`src/rtl/store_write_buffer.sv`:
```
// Store write buffer: aligns SB/SH/SW data to word lanes, queues entries and drains them over we/ack.
// Define STORE_COALESCE_EN to merge a store into the most recently enqueued entry of the same word.
module store_write_buffer #(
  parameter int NBITS     = 32,
  parameter int ADDR_BITS = 32,
  parameter int DEPTH     = 4
) (
  input  logic                     i_clk,
  input  logic                     i_reset_n,
  input  logic                     i_store_valid,
  input  logic [1:0]               i_store_type,
  input  logic [ADDR_BITS-1:0]     i_addr,
  input  logic [NBITS-1:0]         i_data,
  output logic                     o_store_ready,
  output logic                     o_misaligned,
  input  logic                     i_mem_ack,
  output logic                     o_mem_we,
  output logic [ADDR_BITS-1:0]     o_mem_addr,
  output logic [NBITS-1:0]         o_mem_wdata,
  output logic [3:0]               o_mem_be,
  input  logic [ADDR_BITS-1:0]     i_load_addr,
  output logic                     o_load_hit,
  output logic                     o_empty,
  output logic [$clog2(DEPTH):0]   o_count
);

  localparam int PW = $clog2(DEPTH);
  localparam int CW = PW + 1;
  localparam int WA = ADDR_BITS - 2;
  localparam logic [CW-1:0] CNT_ZERO = CW'(0);
  localparam logic [CW-1:0] CNT_ONE  = CW'(1);
  localparam logic [CW-1:0] CNT_FULL = CW'(DEPTH);
  localparam logic [PW-1:0] PTR_ONE  = PW'(1);

  typedef enum logic [0:0] {IDLE = 1'b0, WRITE = 1'b1} state_t;

  function automatic logic is_aligned(input logic [1:0] st, input logic [1:0] a);
    case (st)
      2'b00:   return 1'b1;
      2'b01:   return ~a[0];
      2'b10:   return (a == 2'b00);
      default: return 1'b0;
    endcase
  endfunction

  function automatic logic [3:0] lane_be(input logic [1:0] st, input logic [1:0] a);
    case (st)
      2'b00:   return 4'b0001 << a;
      2'b01:   return a[1] ? 4'b1100 : 4'b0011;
      2'b10:   return 4'b1111;
      default: return 4'b0000;
    endcase
  endfunction

  function automatic logic [NBITS-1:0] lane_data(input logic [1:0] st, input logic [NBITS-1:0] d);
    case (st)
      2'b00:   return {4{d[7:0]}};
      2'b01:   return {2{d[15:0]}};
      default: return d;
    endcase
  endfunction

  state_t            state_r;
  logic [WA-1:0]     addr_q_r [DEPTH];
  logic [NBITS-1:0]  data_q_r [DEPTH];
  logic [3:0]        be_q_r   [DEPTH];
  logic [PW-1:0]     wr_ptr_r, rd_ptr_r, last_ptr_s, view_ptr_s;
  logic [PW-1:0]     off_s [DEPTH];
  logic [CW-1:0]     count_r, count_next_s;
  logic              misaligned_r, mem_we_r;
  logic [ADDR_BITS-1:0] mem_addr_r;
  logic [NBITS-1:0]  mem_wdata_r;
  logic [3:0]        mem_be_r;

  logic [WA-1:0]     new_addr_s, view_addr_s;
  logic [NBITS-1:0]  new_data_s, merged_data_s, view_data_s;
  logic [3:0]        new_be_s, merged_be_s, view_be_s;
  logic              aligned_s, merge_s, ready_s, accept_s, push_s, do_merge_s, pop_s, hit_s;
  logic              unused_s;

  assign new_addr_s   = i_addr[ADDR_BITS-1:2];
  assign new_data_s   = lane_data(i_store_type, i_data);
  assign new_be_s     = lane_be(i_store_type, i_addr[1:0]);
  assign aligned_s    = is_aligned(i_store_type, i_addr[1:0]);
  assign last_ptr_s   = wr_ptr_r - PTR_ONE;
  assign ready_s      = (count_r < CNT_FULL) | merge_s;
  assign accept_s     = i_store_valid & ready_s & aligned_s;
  assign do_merge_s   = accept_s & merge_s;
  assign push_s       = accept_s & ~merge_s;
  assign pop_s        = (state_r == WRITE) & i_mem_ack;
  assign count_next_s = count_r + CW'(push_s) - CW'(pop_s);
  assign unused_s     = ^i_load_addr[1:0];

`ifdef STORE_COALESCE_EN
  // Merge into the newest entry unless that entry is already being presented to memory.
  always_comb begin
    merge_s       = 1'b0;
    merged_be_s   = be_q_r[last_ptr_s] | new_be_s;
    merged_data_s = data_q_r[last_ptr_s];
    if (aligned_s && (count_r != CNT_ZERO) && (addr_q_r[last_ptr_s] == new_addr_s)
        && !((state_r == WRITE) && (count_r == CNT_ONE))) begin
      merge_s = 1'b1;
    end else begin
      merge_s = 1'b0;
    end
    for (int b = 0; b < 4; b++) begin
      merged_data_s[8*b +: 8] = new_be_s[b] ? new_data_s[8*b +: 8] : data_q_r[last_ptr_s][8*b +: 8];
    end
  end
`else
  assign merge_s       = 1'b0;
  assign merged_be_s   = 4'b0000;
  assign merged_data_s = {NBITS{1'b0}};
`endif

  // Entry the FSM loads next, with same-cycle push/merge forwarded so it is never stale.
  always_comb begin
    view_ptr_s = rd_ptr_r;
    if (state_r == WRITE) view_ptr_s = rd_ptr_r + PTR_ONE;
    else                  view_ptr_s = rd_ptr_r;
    if (push_s && (wr_ptr_r == view_ptr_s)) begin
      view_addr_s = new_addr_s;
      view_data_s = new_data_s;
      view_be_s   = new_be_s;
    end else if (do_merge_s && (last_ptr_s == view_ptr_s)) begin
      view_addr_s = addr_q_r[view_ptr_s];
      view_data_s = merged_data_s;
      view_be_s   = merged_be_s;
    end else begin
      view_addr_s = addr_q_r[view_ptr_s];
      view_data_s = data_q_r[view_ptr_s];
      view_be_s   = be_q_r[view_ptr_s];
    end
  end

  // Word-address match against every occupied entry, head included.
  always_comb begin
    hit_s = 1'b0;
    for (int i = 0; i < DEPTH; i++) begin
      off_s[i] = PW'(i) - rd_ptr_r;
      hit_s    = hit_s | (({1'b0, off_s[i]} < count_r) && (addr_q_r[i] == i_load_addr[ADDR_BITS-1:2]));
    end
  end

  // FIFO storage, pointers, occupancy and misalignment pulse.
  always_ff @(posedge i_clk or negedge i_reset_n) begin
    if (!i_reset_n) begin
      wr_ptr_r     <= {PW{1'b0}};
      rd_ptr_r     <= {PW{1'b0}};
      count_r      <= CNT_ZERO;
      misaligned_r <= 1'b0;
      for (int i = 0; i < DEPTH; i++) begin
        addr_q_r[i] <= {WA{1'b0}};
        data_q_r[i] <= {NBITS{1'b0}};
        be_q_r[i]   <= 4'b0000;
      end
    end else begin
      misaligned_r <= i_store_valid & ~aligned_s;
      count_r      <= count_next_s;
      if (push_s) begin
        addr_q_r[wr_ptr_r] <= new_addr_s;
        data_q_r[wr_ptr_r] <= new_data_s;
        be_q_r[wr_ptr_r]   <= new_be_s;
        wr_ptr_r           <= wr_ptr_r + PTR_ONE;
      end
      if (do_merge_s) begin
        data_q_r[last_ptr_s] <= merged_data_s;
        be_q_r[last_ptr_s]   <= merged_be_s;
      end
      if (pop_s) rd_ptr_r <= rd_ptr_r + PTR_ONE;
    end
  end

  // Drain FSM with registered memory-side outputs held stable until ack.
  always_ff @(posedge i_clk or negedge i_reset_n) begin
    if (!i_reset_n) begin
      state_r     <= IDLE;
      mem_we_r    <= 1'b0;
      mem_addr_r  <= {ADDR_BITS{1'b0}};
      mem_wdata_r <= {NBITS{1'b0}};
      mem_be_r    <= 4'b0000;
    end else begin
      case (state_r)
        IDLE: begin
          if (count_r != CNT_ZERO) begin
            state_r     <= WRITE;
            mem_we_r    <= 1'b1;
            mem_addr_r  <= {view_addr_s, 2'b00};
            mem_wdata_r <= view_data_s;
            mem_be_r    <= view_be_s;
          end else begin
            state_r     <= IDLE;
            mem_we_r    <= 1'b0;
            mem_addr_r  <= {ADDR_BITS{1'b0}};
            mem_wdata_r <= {NBITS{1'b0}};
            mem_be_r    <= 4'b0000;
          end
        end
        WRITE: begin
          if (i_mem_ack && (count_next_s != CNT_ZERO)) begin
            state_r     <= WRITE;
            mem_addr_r  <= {view_addr_s, 2'b00};
            mem_wdata_r <= view_data_s;
            mem_be_r    <= view_be_s;
          end else if (i_mem_ack) begin
            state_r     <= IDLE;
            mem_we_r    <= 1'b0;
            mem_addr_r  <= {ADDR_BITS{1'b0}};
            mem_wdata_r <= {NBITS{1'b0}};
            mem_be_r    <= 4'b0000;
          end else begin
            state_r     <= WRITE;
          end
        end
        default: begin
          state_r     <= IDLE;
          mem_we_r    <= 1'b0;
          mem_addr_r  <= {ADDR_BITS{1'b0}};
          mem_wdata_r <= {NBITS{1'b0}};
          mem_be_r    <= 4'b0000;
        end
      endcase
    end
  end

  assign o_store_ready = ready_s;
  assign o_misaligned  = misaligned_r;
  assign o_mem_we      = mem_we_r;
  assign o_mem_addr    = mem_addr_r;
  assign o_mem_wdata   = mem_wdata_r;
  assign o_mem_be      = mem_be_r;
  assign o_load_hit    = hit_s;
  assign o_empty       = (count_r == CNT_ZERO);
  assign o_count       = count_r;

endmodule

```
`config.mk`:
```
export PLATFORM = sky130hd
export DESIGN_NAME = store_write_buffer
export DESIGN_NICKNAME = d
export VERILOG_FILES = /design/src/rtl/store_write_buffer.sv
export SDC_FILE = /design/constraint.sdc
export NUM_CORES = 1
export LEC_CHECK = 0
export BUFFER_PORTS_ARGS = -buffer_cell sky130_fd_sc_hd__buf_2
export CORE_MARGIN = 3
export CORE_UTILIZATION = 64
export DETAILED_ROUTE_END_ITERATION = 8
export PLACE_DENSITY = 0.92
export SKIP_LAST_GASP = 1
export SYNTH_ARGS = -nofsm -noshare
export SYNTH_HDL_FRONTEND = slang
export SYNTH_SLANG_ARGS = --single-unit
```
`constraint.sdc`:
```
create_clock -name i_clk -period 5.4 [get_ports i_clk]
set_input_delay 0.27 -clock i_clk [delete_from_list [all_inputs] [get_ports i_clk]]
set_output_delay 0.27 -clock i_clk [all_outputs]
set_load 0.02 [all_outputs]
```
* Word level (Yosys, flattened, before mapping)
Cells that the tools add are included.
Operators by class: add/sub/neg operators 8, multiply operators 0, divide/modulo/power cells 0, magnitude comparators 8, eq/ne operators 10, shifts and indexed selects 1, mux-type cells 44, bitwise logic cells 12, reductions and logical operators 13
Operator list (count):
- 2-to-1 mux 32 bit | 9
- case mux 32 bit (2 select lines) | 3
- bitwise mux 128 bit | 1
- bitwise mux 120 bit | 1
- equality test 30 bit | 4
- 2-to-1 mux 30 bit | 4
- binary-select mux 32 bit (select 2 bit) | 1
- demux 32 bit (select 2 bit) | 1
- binary-select mux 30 bit (select 2 bit) | 1
- demux 30 bit (select 2 bit) | 1
- 2-to-1 mux 4 bit | 8
- bitwise mux 16 bit | 1
- < comparator 2 x 3 -> 1 bit | 4
- case mux 4 bit (3 select lines) | 1
- binary-select mux 4 bit (select 2 bit) | 1
- demux 4 bit (select 2 bit) | 1
- case mux 4 bit (2 select lines) | 1
- logical AND 1 bit | 7
- >= comparator 3 bit, second input constant | 2
- inverter 2 -> 3 bit | 2
- nonzero test 3 bit | 2
- 2-to-1 mux 1 bit | 5
- adder 2 x 1 -> 2 bit, second input constant | 2
- AND 1 bit | 4
- 20 further kinds | 29
Storage, ports and cells: register bits 342, bits in latches 0, memory bits (writable) 0, ROM bits 0, input port bits 102, output and inout bits 76, logic and storage cells 117, memories kept 0

* Logic depth before layout (Yosys ltp)
Gate-level depths: netlist of the first run.
word-level depth 9, gate-level depth with buffers 15, gate-level depth less buffers 13

* Worst setup path before layout of the first run
OpenSTA, ideal clock, no wires.
kind register to register, from reg count_r[2], in the netlist o_count[2], to reg mem_wdata_r[10], in the netlist o_mem_wdata[10], library setup time 0.132 ns, arrival time 3.213 ns, path slack 2.055 ns, stages on the path, launching flop included 14, path buffers 2, clock period less this slack 3.345 ns, cell sequence dfrtp_1 nor2_1 and2_1 inv_1 ha_1 inv_1 ha_1 fa_1 xnor3_1 nor3_1 o21a_1 buf_2 buf_1 o21ai_1
On the way: word-level cells in the longest chain between the ends 9
RTL lines:
- start, declared | RTL line 69 | logic [CW-1:0] count_r, count_next_s;
- start signal, assigned | RTL line 159 | count_r <= count_next_s;
- < comparator 3 bit | RTL line 86 | assign ready_s = (count_r < CNT_FULL) | merge_s;
- AND 1 bit (2 in a row) | RTL line 87 | assign accept_s = i_store_valid & ready_s & aligned_s;
- adder 3 x 1 -> 3 bit (*) | RTL line 91 | assign count_next_s = count_r + CW'(push_s) - CW'(pop_s);
- subtractor 3 x 1 -> 3 bit (*) | RTL line 91
- named net count_next_s[2] | RTL line 69
- nonzero test 3 bit (*) | RTL line 200 | if (i_mem_ack && (count_next_s != CNT_ZERO)) begin
- logical AND 1 bit (*) | RTL line 200
- 2-to-1 mux 32 bit | RTL line 200
- case mux 32 bit (2 select lines) | RTL line 183 | case (state_r)
- end signal, assigned | RTL line 180 | mem_wdata_r <= {NBITS{1'b0}};
- end signal, assigned | RTL line 189 | mem_wdata_r <= view_data_s;
- end signal, assigned | RTL line 203 | mem_wdata_r <= view_data_s;
- end, declared | RTL line 72 | logic [NBITS-1:0] mem_wdata_r;
Mark *: on every way through the listed nets, which the timed path passes. The rest lies on a longest branch. A chain may end at the register's enable or synchronous reset.

* Worst setup path in the final report of the first run
from in i_store_type[1], to reg mem_be_r[2], in the netlist o_mem_be[2]
On the way: word-level cells in the longest chain between the ends 9
RTL lines:
- start, declared | RTL line 11 | input logic [1:0] i_store_type,
- equality test 2 bit, or another cell as far along | RTL line 38 | case (st)
- case mux 1 bit (3 select lines) (*) | RTL line 38
- AND 1 bit (*) | RTL line 87
- adder 3 x 1 -> 3 bit (*) | RTL line 91
- subtractor 3 x 1 -> 3 bit (*) | RTL line 91
- named net count_next_s[2] | RTL line 69
- nonzero test 3 bit (*) | RTL line 200
- logical AND 1 bit (*) | RTL line 200
- 2-to-1 mux 4 bit | RTL line 200
- case mux 4 bit (2 select lines) | RTL line 183
- end signal, assigned | RTL line 190 | mem_be_r <= view_be_s;
- end signal, assigned | RTL line 204 | mem_be_r <= view_be_s;
- end, declared | RTL line 73 | logic [3:0] mem_be_r;
Marked as above.

==> results of run 1 <==
kinds of logic (layout without fill, tap and decap cells):
kind of cell | Yosys count | in the layout | share of synthesized area
flip-flops | 340 | 340 | 0.5100
multiplexers | 307 | 307 | 0.2451
AND/OR/NAND/NOR | 253 | 253 | 0.06435
AO/OA/AOI/OAI | 219 | 219 | 0.07065
XOR/XNOR | 129 | 129 | 0.06900
buffers and inverters | 118 | 284 | 0.03202
adder cells (fa/ha/maj) | 11 | 11 | 0.008700
other | 1 | 7 | 0.0002248
where the power goes:
| group | switching (mW) | internal, mW | total, mW | leakage [nW] |
|---|---|---|---|---|
| logic | 2.75 | 2.43 | 5.18 | 4.41 |
| clock network | 0.994 | 1.34 | 2.33 | 0.533 |
| registers | 0.914 | 3.74 | 4.65 | 4.26 |
| total | 4.66 | 7.50 | 12.2 | 9.21 |
Yosys cell counts (all sizes together) (6+ instances only):
cell	instances	area share
dfrtp	340	0.51
ha	10	0.0075
xor2	107	0.056
o21ai	188	0.056
nand2	191	0.043
nor4	24	0.0090
nor2	6	0.0013
o21a	12	0.0054
buf	54	0.018
nand3	10	0.0030
mux4	66	0.089
nor3	7	0.0021
clkbuf	32	0.0072
mux2	152	0.10
a21oi	10	0.0030
mux2i	89	0.053
inv	32	0.0072
xnor2	21	0.011
nand4	7	0.0026
area by class of cell:
class                   instances  area (um^2)
flip-flops and latches        340         8508
multi-input cells             921         7722
fillers                      1470         6470
repair buffers                191         1064
clock buffers                  54         1007
well taps                     330        412.9
inverters                      32        120.1
clock inverters                 7        82.58
diodes                          5        12.51
metal layers:
metal	routed length, um	part of all wire
met2	22420	0.48
met5	62	0.0013
met1	16690	0.36
met4	2495	0.054
met3	4683	0.10
metrics by stage:
step	instances	hold WS, ns
final	1880	0.01110
after global routing	1879	0.02330
after CTS	1875	0.002329
after detailed placement	1813	0.3920
after global placement	1813	0.3865
after floorplan	1379	-0.02559
flip-flops by register name, indices dropped and copies added (netlist names):
| name | flops |
|---|---|
| data_q_r | 128 |
| addr_q_r | 120 |
| rd_ptr_r | 2 |
| state_r | 1 |
| o_mem_wdata | 32 |
| o_misaligned | 1 |
| o_count | 3 |
| o_mem_we | 1 |
| o_mem_addr | 30 |
| wr_ptr_r | 2 |
| be_q_r | 16 |
| o_mem_be | 4 |
worst paths after layout:
check,from,endpoint,cells after the start
max,i_store_type[1],o_mem_be[2],14
min,i_addr[9],addr_q_r[67],2
max reg2reg,o_count[2],o_mem_be[2],13
min reg2reg,data_q_r[91],data_q_r[91],2
max in group asynchronous,i_reset_n,data_q_r[35],3
min in group asynchronous,i_reset_n,o_mem_addr[20],2
cell usage in the layout, fill, tap and decap left out, types with 2 or more instances in the layout:
cell / Yosys / routed
nor3_1: 7 / 7
a2111oi_0: 4 / 4
nor4_1: 24 / 24
dfrtp_1: 340 / 340
o21ai_0: 120 / 120
clkbuf_16: 0 / 35
mux2_2: 66 / 66
inv_1: 32 / 32
ha_1: 10 / 10
conb_1: 1 / 2
nand4_1: 7 / 7
clkbuf_8: 0 / 6
clkinv_2: 0 / 4
mux2_1: 86 / 86
nand3_1: 10 / 6
o21ai_1: 68 / 68
xor2_1: 107 / 107
clkinv_8: 0 / 2
nand2_1: 191 / 191
a21oi_1: 10 / 10
clkbuf_1: 32 / 13
o21a_1: 12 / 11
xnor2_1: 20 / 19
mux4_2: 66 / 66
buf_4: 6 / 13
nand3_4: 0 / 4
nor2_1: 6 / 6
buf_12: 0 / 4
buf_2: 31 / 172
mux2i_1: 89 / 89
diode_2: 0 / 5
==> flow_summary.toml, run 1 <==
[final_layout]
post-route-util = 0.7453
design_area_um2 = 18930
layout-drive-gt1-share = 0.2466
area_growth_pct = 13.46
nets = 1634

[route]
routed-via-count = 12334
ant_nets = 0
first_pass_iters = 6
drt_iter0_drc = 1500
wl_per_cell_um = 24.66
viasPerCell = 6.561
wl_um = 46350
drc_errors = 0

[clock_tree]
root_buffer = "clkbuf_16"
clkTransAtPathRegs_ns = 0.06
cts.sinks = 340
clk_path_buf_depth = 3
numCtsBuffers = 35
cts-resized-gates = 0
cts_tree = "built"
insertion_delay_ns = 0.53
post-cts-setup-buffers = 0
ctsHoldBuffers = 1
cts.htree.levels = 2

[timing]
finalHoldViolCount = 0
period_needed_ns = 4.057
finClkSkew_ns = 0.03425
setup_viol = 0
worstMarginPinSlew_ns = 1.131
finalSetupTns_ns = 0
maxSlewViolCount = 0
grt_setup_unrepaired = "false"
fmax_mhz = 246.5
slew-limit-headroom = 0.2463
post-route-period-util = 0.7512
timing.final.ws_setup_ns = 1.343

[worst_setup_path]
slowest_delay_ns = 0.65
ff2ff_setup_slack_ns = 1.54
critPathTopFamily = "compound AO/OA/AOI/OAI gates"
cp.arrival_ns = 4.45
worstPathMaxFanout = 43
cp_slowest_cell = "o21a_2"
critPathLaunchType = "primary input"
worst-path-buf-inv = 4
critPathKind = "primary input to register"
cp.required_ns = 5.79
critPathCaptureType = "register"
path_cells = "buf_2 > o21a_1 > o22ai_2 > and2_1 > inv_1 > ha_1 > inv_1 > ha_1 > fa_1 > xnor3_1 > nor3_1 > o21a_2 > buf_4 > o21ai_1"

[placed_design]
place_area_um2 = 17820
io_buffers = 173
gp_congestion = 0.9522
pre_cts_ws_ns = 0.9401
hpwl_um = 28410

[global_route]
grtUsageMet2 = 0.5405
grt_pass1_vias = 13073
grt_pass1_wl_um = 73570
grtUsageMet1 = 0.4288
met3_usage = 0.07696
grt_max_degree = 112
grt_busiest_layer = "met2"
grtUsageTotal = 0.3318
grt_antenna_before_repair = 9
grt_remaining_overflow = 0

[power_and_ir_drop]
finalPower_mw = 12.17
ir_drop_mv = 0.5910
power_leakage_nw = 9.210
power_density_nw_per_um2 = 642.7

[die]
row_count = 58
io_pins = 178
core_area_um2 = 25400
initial_core_util = 0.6568
die_x_um = 167.5
die_y_um = 167.5
dieArea_um2 = 28040

[yosys]
avgSynthCellArea_um2 = 12.11
syn-cell-area_um2 = 16680
synthFlopType = "dfrtp_1"
seq_area_frac_synth = 0.5100
synthCells = 1378
synthArstFlopShare = 1.000
synth_cell_type_count = 41
ys_ff_latch = 340
synth_warnings = 0
synth_edf_count = 0

[status]
status = "complete, no violations"

[min_path]
hold_path.class = "primary input to register"

[run]
max_cap_violations = 0
(Power assumes the default switching activity.)
==> inputs of run 2 (changes only) <==
--- a/config.mk
+++ b/config.mk
@@ -5,11 +5,12 @@
 export SDC_FILE = /design/constraint.sdc
 export NUM_CORES = 1
 export LEC_CHECK = 0
+export ABC_AREA = 1
 export BUFFER_PORTS_ARGS = -buffer_cell sky130_fd_sc_hd__buf_2
 export CORE_MARGIN = 3
-export CORE_UTILIZATION = 64
+export CORE_UTILIZATION = 60
 export DETAILED_ROUTE_END_ITERATION = 8
-export PLACE_DENSITY = 0.92
+export PLACE_DENSITY = 0.87
 export SKIP_LAST_GASP = 1
 export SYNTH_ARGS = -nofsm -noshare
 export SYNTH_HDL_FRONTEND = slang
==> constraint.sdc (replaced) <==
create_clock -name i_clk -period 3.9 [get_ports i_clk]
set_input_delay 0.195 -clock i_clk [delete_from_list [all_inputs] [get_ports i_clk]]
set_output_delay 0.195 -clock i_clk [all_outputs]
set_load 0.02 [all_outputs]
==> flow_summary.toml, run 2 <==
[clock_tree]
clkTransAtPathRegs_ns = 0.06
cts.sinks = 340
clk_path_buf_depth = 3
post-cts-setup-buffers = 0
numCtsBuffers = 37
root_buffer = "clkbuf_16"
insertion_delay_ns = 0.53
cts_tree = "built"
cts.htree.levels = 2

[placed_design]
place_inst = 2817
hpwl_um = 31350
gp_congestion = 0.9035
place_area_um2 = 18800
io_buffers = 173

[yosys]
synth_compound_area_frac = 0.1602
synthAdderAreaFrac = 0.008190
synth_area_leaders = "dfrtp_1 48%, nand2_1 17%, o21ai_0 12%, nor2_1 3.9%, inv_1 3.2%"
yosysMostFrequentCell = "nand2_1"
synth.largest_area_cell = "dfrtp_1"
ys_ff_latch = 340
synth-simple-area-share = 0.2395
yosys-top-cells-count = "797 x nand2_1, 409 x o21ai_0, 340 x dfrtp_1, 183 x nor2_1, 149 x inv_1"
yosys.area_share.xor_xnor = 0.04251
synth_warnings = 0
avgSynthCellArea_um2 = 7.421
muxShareOfSynthArea = 0
synthCells = 2388
synth_cell_type_count = 32
synth_edf_count = 0
syn-cell-area_um2 = 17720
synth_top_cell_area_share = 0.4801
synthFlopType = "dfrtp_1"
seq_area_frac_synth = 0.4801
synthArstFlopShare = 1.000
synth_top_family_by_area = "simple AND/OR/NAND/NOR gates"

[route]
drc_errors = 0
wl_per_cell_um = 17.80
routed-via-count = 17092
ant_nets = 0
drt_iter0_drc = 2083
first_pass_iters = 6
viasPerCell = 5.863
wl_um = 51880

[min_path]
hp-start = "i_data[7]"
min_to = "o_mem_wdata[7]"
hold_path.class = "primary input to register"
whs_path_depth = 3

[global_route]
grt_pass1_wl_um = 83090
grt_remaining_overflow = 0
grt_pass1_vias = 16779
grt_max_degree = 107
grtUsageTotal = 0.3274
grt_antenna_before_repair = 5

[die]
die_x_um = 177.9
initial_core_util = 0.6124
die_y_um = 177.9
core_area_um2 = 28940
io_pins = 178
row_count = 62
dieArea_um2 = 31630

[worst_setup_path]
ff2ff_setup_slack_ns = 0.79
worstPathMaxFanout = 23
cp.required_ns = 4.34
critPathLaunchType = "register"
reg2reg_depth = 13
critPathKind = "register to register"
r2r-start = "o_count[2]"
cp.arrival_ns = 3.55
r2r-end = "o_mem_addr[29]"
critPathCaptureType = "register"

[power_and_ir_drop]
switching_power_mw = 8.586
power_density_nw_per_um2 = 930.5
power.share.clock = 0.181
power_frac_seq = 0.340
switching_share = 0.4555
power_leakage_nw = 10.45
ir_drop_mv = 0.6960
intPower_mw = 10.26
pwr-share-comb = 0.479

[timing]
grt_setup_unrepaired = "false"
worstMarginPinSlew_ns = 1.162
setup_viol = 0
maxSlewViolCount = 0
period_needed_ns = 3.113
slew-limit-headroom = 0.2252
fmax_mhz = 321.3
finalHoldViolCount = 0
finClkSkew_ns = 0.01815
finalSetupTns_ns = 0
post-route-period-util = 0.7981

[run]
max_cap_violations = 0

[final_layout]
multi_input_area_um2 = 8039
nets = 2612
layout_common_cells = "791 x nand2_1, 409 x o21ai_0, 340 x dfrtp_1"
largest_reg_flops = 128
nFillCells = 2236
final_common_cell = "nand2_1"
regArea_um2 = 8508
layout-drive-gt1-share = 0.1104
design_area_um2 = 20260
regMostFlops = "data_q_r"
area_growth_pct = 14.33
final_cell_count_no_fill = 2915

[status]
status = "complete, no violations"
run 2: power groups by stage:
stage / clock network, mW / registers (mW) / logic (mW)
2_1_floorplan: 0 / 6.52 / 6.00
3_3_place_gp: 0 / 6.31 / 8.39
3_5_place_dp: 0 / 6.39 / 8.76
4_1_cts: 3.42 / 6.37 / 8.90
5_1_grt: 3.57 / 6.59 / 10.2
6_report: 3.41 / 6.41 / 9.04
run 2: final cells by class:
| class | instances | area share |
|---|---|---|
| antenna | 4 | 0.0004941 |
| clock buffer | 57 | 0.05287 |
| clock inverter | 10 | 0.005126 |
| inverter | 152 | 0.02816 |
| multi-input combinational | 1739 | 0.3968 |
| sequential | 340 | 0.4200 |
| tap | 384 | 0.02372 |
| timing repair buffer | 229 | 0.07288 |
run 2: through the flow:
step	hold WS, ns	total power, mW	util	setup slack (ns)
2_1_floorplan	-0.1006	12.52	-	1.153
3_3_place_gp	0.2697	14.69	0.6499	0.6830
3_5_place_dp	0.2672	15.15	0.6499	0.5690
4_1_cts	0.001318	18.69	0.6998	0.8174
5_1_grt	0.01006	20.36	0.7001	0.6359
6_report	0.01205	18.85	0.7002	0.7874
run 2: critical path, stage by stage, from the launching register on:
cell and delay, ns:
dfrtp_1 0.44, nor2_1 0.15, nand3_2 0.17, ha_1 0.34
inv_1 0.04, ha_1 0.20, fa_1 0.54, nor2_1 0.05
nand3_1 0.07, nand2_1 0.07, nand2_2 0.45, buf_12 0.25
nand2_1 0.08, o21ai_1 0.15
run 2: timing repair:
action                    in CTS  in global routing
resized for setup              0                  0
hold endpoints to repair     118                  0
hold buffers                  27                  0
run 2: kinds of logic after synthesis:
group	Yosys count
flip-flops	340
other	1
adder cells (fa/ha/maj)	11
AO/OA/AOI/OAI	563
AND/OR/NAND/NOR	1077
buffers and inverters	310
XOR/XNOR	86
run 2: worst max path at each step:
stage	startpoint	endpoint	slack, ns	cells past startpoint
4_1_cts	o_count[2]	o_mem_wdata[4]	0.82	13
3_3_place_gp	i_store_type[0]	o_mem_wdata[9]	0.68	14
5_1_grt	o_count[2]	o_mem_addr[7]	0.64	13
3_5_place_dp	i_store_type[0]	o_mem_addr[29]	0.57	14
6_report	o_count[2]	o_mem_addr[29]	0.79	13
2_1_floorplan	o_count[2]	o_mem_addr[17]	1.15	14
run 2: layer usage:
metal	vias up	share of wire	GRT usage
met4	4	0.044	0.1590
li1	7871	-	-
met5	-	0.00044	0
met1	8034	0.38	0.4174
met3	182	0.10	0.05991
met2	1001	0.48	0.5408
==> inputs of run 3 (changes only) <==
--- a/config.mk
+++ b/config.mk
@@ -5,12 +5,12 @@
 export SDC_FILE = /design/constraint.sdc
 export NUM_CORES = 1
 export LEC_CHECK = 0
-export ABC_AREA = 1
+export ABC_AREA = 0
 export BUFFER_PORTS_ARGS = -buffer_cell sky130_fd_sc_hd__buf_2
 export CORE_MARGIN = 3
-export CORE_UTILIZATION = 60
+export CORE_UTILIZATION = 59
 export DETAILED_ROUTE_END_ITERATION = 8
-export PLACE_DENSITY = 0.87
+export PLACE_DENSITY = 0.86
 export SKIP_LAST_GASP = 1
 export SYNTH_ARGS = -nofsm -noshare
 export SYNTH_HDL_FRONTEND = slang
==> constraint.sdc (replaced) <==
create_clock -name i_clk -period 2.9 [get_ports i_clk]
set_input_delay 0.145 -clock i_clk [delete_from_list [all_inputs] [get_ports i_clk]]
set_output_delay 0.145 -clock i_clk [all_outputs]
set_load 0.02 [all_outputs]
==> flow_summary.toml, run 3 (same netlist as run 1, synthesis figures left out) <==
[clock_tree]
cts.htree.levels = 2
clk_path_buf_depth = 3
numCtsBuffers = 36
cts_tree = "built"
root_buffer = "clkbuf_16"
clkTransAtPathRegs_ns = 0.06
insertion_delay_ns = 0.52
cts.sinks = 340

[route]
drt_iter0_drc = 1387
ant_nets = 0
first_pass_iters = 5
drc_errors = 0
routed-via-count = 12460
wl_um = 47370
wl_per_cell_um = 23.83
viasPerCell = 6.268

[timing]
slew-limit-headroom = 0.4929
timing.final.ws_setup_ns = 0.1272
post-route-period-util = 0.9561
finClkSkew_ns = 0.01649
grt_setup_unrepaired = "false"
finalSetupTns_ns = 0
hold-worst-slack_ns = 0.01902
fmax_mhz = 360.6
worstMarginPinSlew_ns = 0.7607
finalHoldViolCount = 0
setup_viol = 0
period_needed_ns = 2.773
maxSlewViolCount = 0

[global_route]
grt_remaining_overflow = 0
grt_pass1_vias = 12826
grt_antenna_before_repair = 5
grt_max_degree = 97
grt_pass1_wl_um = 72480
grtUsageTotal = 0.3032

[worst_setup_path]
critPathCaptureType = "primary output"
worstPathMaxFanout = 9
slowest_delay_ns = 0.51
reg2reg_depth = 13
path_cells = "xor2_1 > ha_1 > a21oi_1 > nand3_1 > a2111oi_2 > or4_1 > buf_2"
critPathKind = "register to primary output"
critPathLaunchType = "register"
cp_slowest_cell = "dfrtp_2"
cp.required_ns = 2.76
cp.arrival_ns = 2.63
r2r-start = "o_count[2]"
r2r-end = "o_mem_addr[28]"
ff2ff_setup_slack_ns = 0.18

[power_and_ir_drop]
power_density_nw_per_um2 = 1196
power_leakage_nw = 9.686
ir_drop_mv = 0.9420
finalPower_mw = 23.91

[final_layout]
layout_common_cells = "338 x dfrtp_1, 191 x nand2_1, 172 x buf_2"
final_common_cell = "dfrtp_1"
layout-drive-gt1-share = 0.2635
largest_reg_flops = 128
regMostFlops = "data_q_r"
multi_input_area_um2 = 7759
nFillCells = 1659
design_area_um2 = 20000
nets = 1700
area_growth_pct = 19.87
regArea_um2 = 8511

[placed_design]
place_area_um2 = 18190
gp_congestion = 0.8941
pre_cts_ws_ns = -0.1316
io_buffers = 173
hpwl_um = 29300

[min_path]
whs_path_depth = 3
min_to = "data_q_r[16]"
hold_path.class = "primary input to register"
hp-start = "i_data[16]"

[run]
max_cap_violations = 0

[die]
initial_core_util = 0.6089
die_y_um = 174.2
io_pins = 178
dieArea_um2 = 30330
row_count = 60
die_x_um = 174.2
core_area_um2 = 27400

[status]
status = "complete, no violations"
-- run 3: layer usage --
layer / wire length (um) / track usage / vias up
met2: 23150 / 0.5060 / 751
met4: 1934 / 0.1089 / 4
met3: 4563 / 0.05592 / 150
met5: 27 / 0 / -
li1: - / - / 5278
met1: 17690 / 0.4015 / 6277
-- run 3: stage by stage --
step / instances / util
5_1_grt: 1988 / 0.7298
4_1_cts: 1977 / 0.7237
2_1_floorplan: 1379 / -
6_report: 1988 / 0.7298
3_5_place_dp: 1877 / 0.6639
3_3_place_gp: 1877 / 0.6639
-- run 3: layout make-up --
type	count	share of cell area
diodes	3	0.0003754
clock buffers	54	0.05456
clock inverters	10	0.009322
inverters	32	0.006006
multi-input cells	921	0.3880
flip-flops and latches	340	0.4256
well taps	372	0.02327
repair buffers	256	0.09291
-- run 3: worst max path at each step --
stage | start | to | slack (ns) | cells after the start
floorplan | o_count[2] | o_mem_addr[10] | -0.009 | 12
global placement | i_addr[0] | o_mem_addr[27] | -0.05 | 14
detailed placement | i_addr[0] | o_mem_addr[26] | -0.13 | 14
CTS | o_count[2] | o_mem_addr[26] | 0.02 | 12
global route | rd_ptr_r[1] | o_load_hit | 0.01 | 7
finish | rd_ptr_r[0] | o_load_hit | 0.13 | 7
-- run 3: report_power, final --
part / leakage, nW / switching, mW / total [mW] / internal [mW]
Combinational: 4.80 / 5.41 / 10.4 / 4.96
Sequential: 4.26 / 1.65 / 8.62 / 6.96
Clock: 0.628 / 1.87 / 4.92 / 3.05
-- run 3: repair_timing --
item                       in CTS  in global routing
pin swaps                       0                  2
hold buffers                   36                  0
gates cloned                    0                  4
hold endpoints to repair      235                  0
setup buffers                   0                  4
setup endpoints to repair       1                 67
gates resized for setup         2                  4
-- run 3: worst max-delay path: cells and delay by family, from the launching register on --
family | cells | cell delay (ns)
simple gates | 2 | 0.35
buf+inv | 1 | 0.17
xor+xnor | 1 | 0.23
compound gates | 2 | 0.64
flops | 1 | 0.51
fa+ha+maj | 1 | 0.22
